## src/rtl/b10_cone_sweep_ctrl_if.sv

```systemverilog
// Result stream of the b10 cone sweep controller.
// One beat per swept vector: the vector plus the reference and optimised cone outputs.
interface b10_cone_sweep_ctrl_if #(
    parameter int NIN = 15
) ();
    logic           res_valid;
    logic           res_ready;
    logic [NIN-1:0] res_vec;
    logic           res_ref;
    logic           res_opt;

    // The controller produces beats
    modport master (
        output res_valid,
        output res_vec,
        output res_ref,
        output res_opt,
        input  res_ready
    );

    // The sink consumes beats
    modport slave (
        input  res_valid,
        input  res_vec,
        input  res_ref,
        input  res_opt,
        output res_ready
    );
endinterface

```

## src/rtl/b10_cone_sweep_ctrl.sv

```systemverilog
// On-chip equivalence harness for the b10 projected output cone.
// Walks an inclusive ascending range of input vectors. Each vector is held on
// cone_x_o for SETTLE cycles. The reference and optimised cone outputs are then
// captured and streamed out as one beat. Ones and mismatches are counted with
// saturation. The sweep can optionally stop on the first mismatch.
module b10_cone_sweep_ctrl #(
    parameter int NIN    = 15,
    parameter int SETTLE = 2,
    parameter int CNT_W  = 16
) (
    input  logic                 clock,
    input  logic                 reset_n,
    // sweep control
    input  logic                 start_i,
    input  logic [NIN-1:0]       first_vec_i,
    input  logic [NIN-1:0]       last_vec_i,
    input  logic                 stop_on_mm_i,
    // cone under test
    output logic [NIN-1:0]       cone_x_o,
    input  logic                 cone_y_ref_i,
    input  logic                 cone_y_opt_i,
    // result stream
    b10_cone_sweep_ctrl_if.master res_if,
    // status
    output logic                 busy_o,
    output logic                 done_o,
    output logic [CNT_W-1:0]     ones_cnt_o,
    output logic [CNT_W-1:0]     mismatch_cnt_o,
    output logic                 mm_found_o,
    output logic [NIN-1:0]       first_mm_vec_o
);

    // Settle counter runs 0..SETTLE-1; keep at least one bit so SETTLE=1 still elaborates
    localparam int SC_W = (SETTLE > 1) ? $clog2(SETTLE) : 1;
    localparam logic [SC_W-1:0] SETTLE_LAST = SC_W'(SETTLE - 1);

    typedef enum logic [1:0] {
        ST_IDLE   = 2'd0,
        ST_SETTLE = 2'd1,
        ST_EMIT   = 2'd2,
        ST_DONE   = 2'd3
    } state_t;

    state_t           state_q;
    logic [NIN-1:0]   cone_x_q;
    logic [NIN-1:0]   last_q;
    logic             stop_q;
    logic [SC_W-1:0]  settle_cnt_q;
    logic             res_valid_q;
    logic [NIN-1:0]   res_vec_q;
    logic             res_ref_q;
    logic             res_opt_q;
    logic             busy_q;
    logic             done_q;
    logic [CNT_W-1:0] ones_q;
    logic [CNT_W-1:0] mm_cnt_q;
    logic             mm_found_q;
    logic [NIN-1:0]   first_mm_q;

    // Next-value helpers shared by the FSM
    logic [CNT_W-1:0] ones_d;
    logic [CNT_W-1:0] mm_cnt_d;
    logic [NIN-1:0]   cone_x_inc_d;
    logic             cap_mm_d;
    logic             beat_mm_d;
    logic             settle_last_d;
    logic             at_last_d;
    logic             end_sweep_d;

    // Saturating counter increments, mismatch flags and sweep-end condition
    always_comb begin
        cap_mm_d      = cone_y_ref_i ^ cone_y_opt_i;
        beat_mm_d     = res_ref_q ^ res_opt_q;
        settle_last_d = (settle_cnt_q == SETTLE_LAST);
        at_last_d     = (cone_x_q == last_q);
        end_sweep_d   = at_last_d || (stop_q && beat_mm_d);
        cone_x_inc_d  = cone_x_q + NIN'(1);
        ones_d        = ones_q;
        mm_cnt_d      = mm_cnt_q;
        if (cone_y_opt_i && (ones_q != {CNT_W{1'b1}})) begin
            ones_d = ones_q + CNT_W'(1);
        end
        if (cap_mm_d && (mm_cnt_q != {CNT_W{1'b1}})) begin
            mm_cnt_d = mm_cnt_q + CNT_W'(1);
        end
    end

    // Sweep FSM with all outputs registered
    always_ff @(posedge clock or negedge reset_n) begin
        if (!reset_n) begin
            state_q      <= ST_IDLE;
            cone_x_q     <= '0;
            last_q       <= '0;
            stop_q       <= 1'b0;
            settle_cnt_q <= '0;
            res_valid_q  <= 1'b0;
            res_vec_q    <= '0;
            res_ref_q    <= 1'b0;
            res_opt_q    <= 1'b0;
            busy_q       <= 1'b0;
            done_q       <= 1'b0;
            ones_q       <= '0;
            mm_cnt_q     <= '0;
            mm_found_q   <= 1'b0;
            first_mm_q   <= '0;
        end else begin
            done_q <= 1'b0;
            case (state_q)
                ST_IDLE: begin
                    if (start_i) begin
                        last_q     <= last_vec_i;
                        stop_q     <= stop_on_mm_i;
                        ones_q     <= '0;
                        mm_cnt_q   <= '0;
                        mm_found_q <= 1'b0;
                        first_mm_q <= '0;
                        if (first_vec_i > last_vec_i) begin
                            // Empty range: finish without producing any beat
                            done_q  <= 1'b1;
                            state_q <= ST_DONE;
                        end else begin
                            cone_x_q     <= first_vec_i;
                            settle_cnt_q <= '0;
                            busy_q       <= 1'b1;
                            state_q      <= ST_SETTLE;
                        end
                    end
                end

                ST_SETTLE: begin
                    if (settle_last_d) begin
                        // Cone has had SETTLE cycles to propagate: capture both versions
                        res_vec_q   <= cone_x_q;
                        res_ref_q   <= cone_y_ref_i;
                        res_opt_q   <= cone_y_opt_i;
                        res_valid_q <= 1'b1;
                        ones_q      <= ones_d;
                        mm_cnt_q    <= mm_cnt_d;
                        if (cap_mm_d && !mm_found_q) begin
                            mm_found_q <= 1'b1;
                            first_mm_q <= cone_x_q;
                        end
                        state_q <= ST_EMIT;
                    end else begin
                        settle_cnt_q <= settle_cnt_q + SC_W'(1);
                    end
                end

                ST_EMIT: begin
                    // Beat and cone_x stay frozen until the sink takes the beat
                    if (res_if.res_ready) begin
                        res_valid_q <= 1'b0;
                        if (end_sweep_d) begin
                            // Stopping at last_q guarantees cone_x never wraps
                            busy_q  <= 1'b0;
                            done_q  <= 1'b1;
                            state_q <= ST_DONE;
                        end else begin
                            cone_x_q     <= cone_x_inc_d;
                            settle_cnt_q <= '0;
                            state_q      <= ST_SETTLE;
                        end
                    end
                end

                ST_DONE: begin
                    // done_q drops through the default above; results hold until next start
                    state_q <= ST_IDLE;
                end

                default: begin
                    state_q <= ST_IDLE;
                end
            endcase
        end
    end

    assign cone_x_o         = cone_x_q;
    assign res_if.res_valid = res_valid_q;
    assign res_if.res_vec   = res_vec_q;
    assign res_if.res_ref   = res_ref_q;
    assign res_if.res_opt   = res_opt_q;
    assign busy_o           = busy_q;
    assign done_o           = done_q;
    assign ones_cnt_o       = ones_q;
    assign mismatch_cnt_o   = mm_cnt_q;
    assign mm_found_o       = mm_found_q;
    assign first_mm_vec_o   = first_mm_q;

endmodule
```

## src/flat_wrapper.sv

```systemverilog
// flat-port wrapper written by rule: the top's interface ports become plain ports
module b10_cone_sweep_ctrl_flat 
#(
    parameter int NIN    = 15,
    parameter int SETTLE = 2,
    parameter int CNT_W  = 16
)
  (clock, reset_n, start_i, first_vec_i, last_vec_i, stop_on_mm_i, cone_x_o, cone_y_ref_i, cone_y_opt_i, busy_o, done_o, ones_cnt_o, mismatch_cnt_o, mm_found_o, first_mm_vec_o, res_if_res_valid, res_if_res_vec, res_if_res_ref, res_if_res_opt, res_if_res_ready);
  b10_cone_sweep_ctrl_if #(.NIN(NIN)) res_if_i ();
  input  logic clock;
  input  logic reset_n;
  input  logic start_i;
  input  logic [NIN-1:0] first_vec_i;
  input  logic [NIN-1:0] last_vec_i;
  input  logic stop_on_mm_i;
  output logic [NIN-1:0] cone_x_o;
  input  logic cone_y_ref_i;
  input  logic cone_y_opt_i;
  output logic busy_o;
  output logic done_o;
  output logic [CNT_W-1:0] ones_cnt_o;
  output logic [CNT_W-1:0] mismatch_cnt_o;
  output logic mm_found_o;
  output logic [NIN-1:0] first_mm_vec_o;
  output wire logic [$bits(res_if_i.res_valid)-1:0] res_if_res_valid;
  output wire logic [$bits(res_if_i.res_vec)-1:0] res_if_res_vec;
  output wire logic [$bits(res_if_i.res_ref)-1:0] res_if_res_ref;
  output wire logic [$bits(res_if_i.res_opt)-1:0] res_if_res_opt;
  input wire logic [$bits(res_if_i.res_ready)-1:0] res_if_res_ready;
  assign res_if_res_valid = res_if_i.res_valid;
  assign res_if_res_vec = res_if_i.res_vec;
  assign res_if_res_ref = res_if_i.res_ref;
  assign res_if_res_opt = res_if_i.res_opt;
  assign res_if_i.res_ready = res_if_res_ready;
  b10_cone_sweep_ctrl #(.NIN(NIN), .SETTLE(SETTLE), .CNT_W(CNT_W)) u_core (.clock(clock), .reset_n(reset_n), .start_i(start_i), .first_vec_i(first_vec_i), .last_vec_i(last_vec_i), .stop_on_mm_i(stop_on_mm_i), .cone_x_o(cone_x_o), .cone_y_ref_i(cone_y_ref_i), .cone_y_opt_i(cone_y_opt_i), .res_if(res_if_i), .busy_o(busy_o), .done_o(done_o), .ones_cnt_o(ones_cnt_o), .mismatch_cnt_o(mismatch_cnt_o), .mm_found_o(mm_found_o), .first_mm_vec_o(first_mm_vec_o));
endmodule
```

## config.mk

```make
export PLATFORM = sky130hd
export DESIGN_NAME = b10_cone_sweep_ctrl_flat
export DESIGN_NICKNAME = d
export VERILOG_FILES = /design/src/rtl/b10_cone_sweep_ctrl_if.sv /design/src/rtl/b10_cone_sweep_ctrl.sv /design/src/flat_wrapper.sv
export SDC_FILE = /design/constraint.sdc
export NUM_CORES = 1
export LEC_CHECK = 0
export CAP_MARGIN = 10
export CORE_ASPECT_RATIO = 1.5
export CORE_MARGIN = 2
export CORE_UTILIZATION = 45
export CTS_CLUSTER_DIAMETER = 60
export CTS_CLUSTER_SIZE = 24
export DETAILED_ROUTE_END_ITERATION = 6
export PLACE_DENSITY = 0.76
export SLEW_MARGIN = 20
export SYNTH_ARGS = -nofsm -noshare
export SYNTH_HDL_FRONTEND = slang
export SYNTH_SLANG_ARGS = --single-unit
```

## constraint.sdc

```tcl
create_clock -name clock -period 1.85 [get_ports clock]
set_input_delay 0.4625 -clock clock [delete_from_list [all_inputs] [get_ports clock]]
set_output_delay 0.4625 -clock clock [all_outputs]
set_load 0.01 [all_outputs]
```

==> impl_metrics.csv <==
group,metric,value,unit
global_routing,overflow,0,
final_layout,final_cell_mix,"buf_4 (129), dfrtp_1 (97), clkdlybuf4s50_1 (58)",
die,io_pins,120,
clock_network,insertion_delay,0.35,ns
job,maxCapViolCount,0,
routing,drc,0,
sta,fin_crit_sh,116,%
setup_path,worst_setup_path_end_kind,"flip-flop",
setup_path,critical_path_required,2.13,ns
setup_path,critical_path_arrival,2.43,ns
global_routing,grt_use_total,27.7,%
routing,drtAntennaViolNets,0,
synthesis,yosysTopAreaCellShare,48.3,%
clock_network,cts.path.max_buffers,2,
die,core_area,11500,um2
synthesis,synth_area,5290,um2
min_path,hold_path_class,"in -> reg",
global_routing,grt_pass1_wl,27200,um
routing,dr.pass1.iters,5,
synthesis,ys_seq_area_share,48.3,%
sta,layout_min_cycle_time,2.15,ns
synthesis,yosys_warnings,0,
synthesis,synth_cell_types,50,
synthesis,avgSynthCellArea,9.93,um2
sta,setup_viol_count_final,21,
die,dieArea,12600,um2
placement,routabilityCongestion,0.908,
clock_network,cts_tree,"yes",
synthesis,ys_async_sr_fraction,100,%
pwr,clkPwrFrac,16.6,%
clock_network,numClockSinks,102,
synthesis,netlist_top_cells_area,"dfrtp_1 (48%), xor2_1 (6.0%), ha_1 (4.3%)",
final_layout,instances_no_fill,946,
setup_path,start_kind,"flip-flop",
sta,worst_slew_pin_slew,0.495,ns
setup_path,cp_num_buf_inv,3,
synthesis,syn_inst,532,
routing,drt_wl_total,18200,um
sta,max_slew_margin,67.0,%
sta,fin_hold_ws,0.383,ns
global_routing,grt_pass1_vias,5553,
setup_path,worst_path_most_repeated_cell,"buf_4",
pwr,peakVddDrop,0.689,mV
setup_path,crit_family,"simple AND/OR/NAND/NOR gates",
placement,portBuffers,119,
synthesis,ys.flop_type,"dfrtp_1",
sta,rsz0062_at_grt,"yes",
placement,dp.cells,888,
sta,drv_slew,0,
sta,max_freq,464,MHz
global_routing,grt_max_degree,60,
routing,via_per_inst,5.69,
setup_path,cp_cell_sequence,"xor2_2 > nor4_2 > nand4_1 > buf_4 > o211ai_1 > buf_4 > buf_6 > o22ai_2 > a2bb2oi_2",
clock_network,htreeDepth,3,
clock_network,root_buffer,"clkbuf_16",
final_layout,insertedDiodeCount,0,
synthesis,synth_largest_area_cell,"dfrtp_1",
final_layout,fin_area,8940,um2
pwr,switching_power,4.92,mW
pwr,comb_power_share,55.2,%
routing,vias,5380,
pwr,p_leak,4.10,nW
outcome,status,"finished with violations",
pwr,powerDensity,1420,nW/um2
synthesis,ys_ff_latch,102,
die,rows,48,
setup_path,crit_slowest_cell,"dfrtp_1",
setup_path,critPathMaxFanout,4,
sta,finalHoldViolations,0,
outcome,violations,"setup timing",
routing,avgRoutedWirePerCell,19.2,um
final_layout,final_common_cell,"buf_4",
synthesis,synth_fp_nets,587,
setup_path,path_class,"reg -> reg",
routing,dr.first_iter.drc_count,285,
final_layout,final_nets,846,
pwr,p_seq_share,28.2,%
pwr,internal_power,7.78,mW
die,die_w,92.5,um
final_layout,drive_gt1_share,41.6,%
placement,placed_area,7730,um2
sta,fin_ws,-0.305,ns
pwr,p_total,12.7,mW
clock_network,cts-buffers-inserted,9,
synthesis,synth_edf_count,0,
placement,pre_cts_ws,-0.986,ns
pwr,p_sw_share,38.7,%
sta,fin_skew,0.00384,ns
die,initial_core_util,46.1,%
global_routing,antenna_found_initial,0,
final_layout,area_growth,69.1,%
placement,dpl.hpwl,12600,um
setup_path,critPathMaxStageDelay,0.42,ns
die,die_height,137,um
clock_network,path_clk_slew,0.07,ns
registers in the layout (all words and copies together) (netlist names):
name,flops
u_core.settle_cnt_q,1
u_core.ones_cnt_o,16
u_core.stop_q,1
u_core.mismatch_cnt_o,16
u_core.res_if.res_vec,15
u_core.done_o,1
u_core.busy_o,1
u_core.mm_found_o,1
u_core.state_q,2
u_core.res_if.res_opt,1
u_core.last_q,15
u_core.cone_x_o,15
u_core.res_if.res_ref,1
u_core.res_if.res_valid,1
u_core.first_mm_vec_o,15
synth_stat cells, types with 3 or more instances:
master,instances
dfrtp_1,102
a21o_1,5
a2bb2oi_1,9
or3_1,3
o211a_1,3
inv_1,17
a21oi_1,14
o2111ai_1,7
o21ai_0,33
xnor2_1,6
o32ai_1,3
nand4_1,12
nor2_1,47
o31ai_1,3
xor2_1,36
a211oi_1,10
and3_1,15
nor3_1,5
ha_1,18
nor4_1,4
a22o_1,15
nand2b_1,4
nand2_1,54
nand3_1,15
and4_1,5
and2_1,3
clkbuf_1,24
mux2_2,16
o211ai_1,13
o22ai_1,5
cell type report:
| cell class | instances | area, um2 |
|---|---|---|
| tap | 150 | 188 |
| inverter | 17 | 114 |
| clock buffer | 10 | 239 |
| fill | 720 | 2530 |
| timing repair buffer | 276 | 2510 |
| clock inverter | 6 | 91.3 |
| sequential | 102 | 2560 |
| multi-input combinational | 385 | 3240 |
metal layers:
layer	up-vias	part of all wire [%]	GRT usage, %
met5	-	0	0
met4	0	4.7	15.9
met3	57	4.0	3.36
met2	198	55	51.4
met1	2686	36	30.1
li1	2439	-	-
worst reg2reg max path, stage by stage (launching register included):
cell and delay, ns:
dfrtp_1 0.42, xor2_2 0.21, nor4_2 0.32, nand4_1 0.26
buf_4 0.22, o211ai_1 0.17, buf_4 0.17, buf_6 0.12
o22ai_2 0.08, a2bb2oi_2 0.13
what timing repair did:
action,4_1_cts,5_1_grt
hold endpoints to repair,5,0
endpoints found under the setup margin,67,66
gates resized for setup,216,76
hold buffers,1,0
setup buffers,38,10
pin swaps,57,43
per-stage QoR:
stage / TNS (ns) / utilization (%)
finish: -4.01 / 77.9
detailed placement: -34.75 / 67.4
global placement: -32.96 / 67.4
CTS: -2.34 / 75.0
global route: -6.20 / 77.9
floorplan: -0.816 / -
power groups by stage:
stage          combinational [mW]  clock, mW  sequential [mW]
2_1_floorplan                2.46          0             3.85
3_3_place_gp                 5.80          0             3.53
3_5_place_dp                 5.94          0             3.56
4_1_cts                      6.42       2.14             3.55
5_1_grt                      7.41       2.22             3.66
6_report                     7.01       2.11             3.58
path summary, 6_finish.rpt:
| path | startpoint | end | slack [ns] | depth (start not counted) |
|---|---|---|---|---|
| min in group asynchronous | reset_n | u_core.ones_cnt_o[15] | 0.46 | 2 |
| worst min register to register | u_core.res_if.res_valid | u_core.res_if.res_valid | 0.48 | 2 |
| worst min-delay path | last_vec_i[12] | u_core.last_q[12] | 0.38 | 3 |
| max in group asynchronous | reset_n | u_core.last_q[9] | 0.70 | 3 |
| worst max register to register | u_core.cone_x_o[9] | u_core.cone_x_o[1] | -0.30 | 9 |
| worst max-delay path | u_core.cone_x_o[9] | u_core.cone_x_o[1] | -0.30 | 9 |
kinds of logic (layout without fill, tap and decap cells):
group	Yosys count	in the layout	share of synthesized area (%)
buffers and inverters	45	309	3.27
AO/OA/AOI/OAI	133	133	17.7
flip-flops	102	102	48.3
multiplexers	17	17	3.60
XOR/XNOR	42	42	6.96
adder cells (fa/ha/maj)	18	18	4.26
AND/OR/NAND/NOR	175	175	15.9
Power figures use the tool's default switching activity.
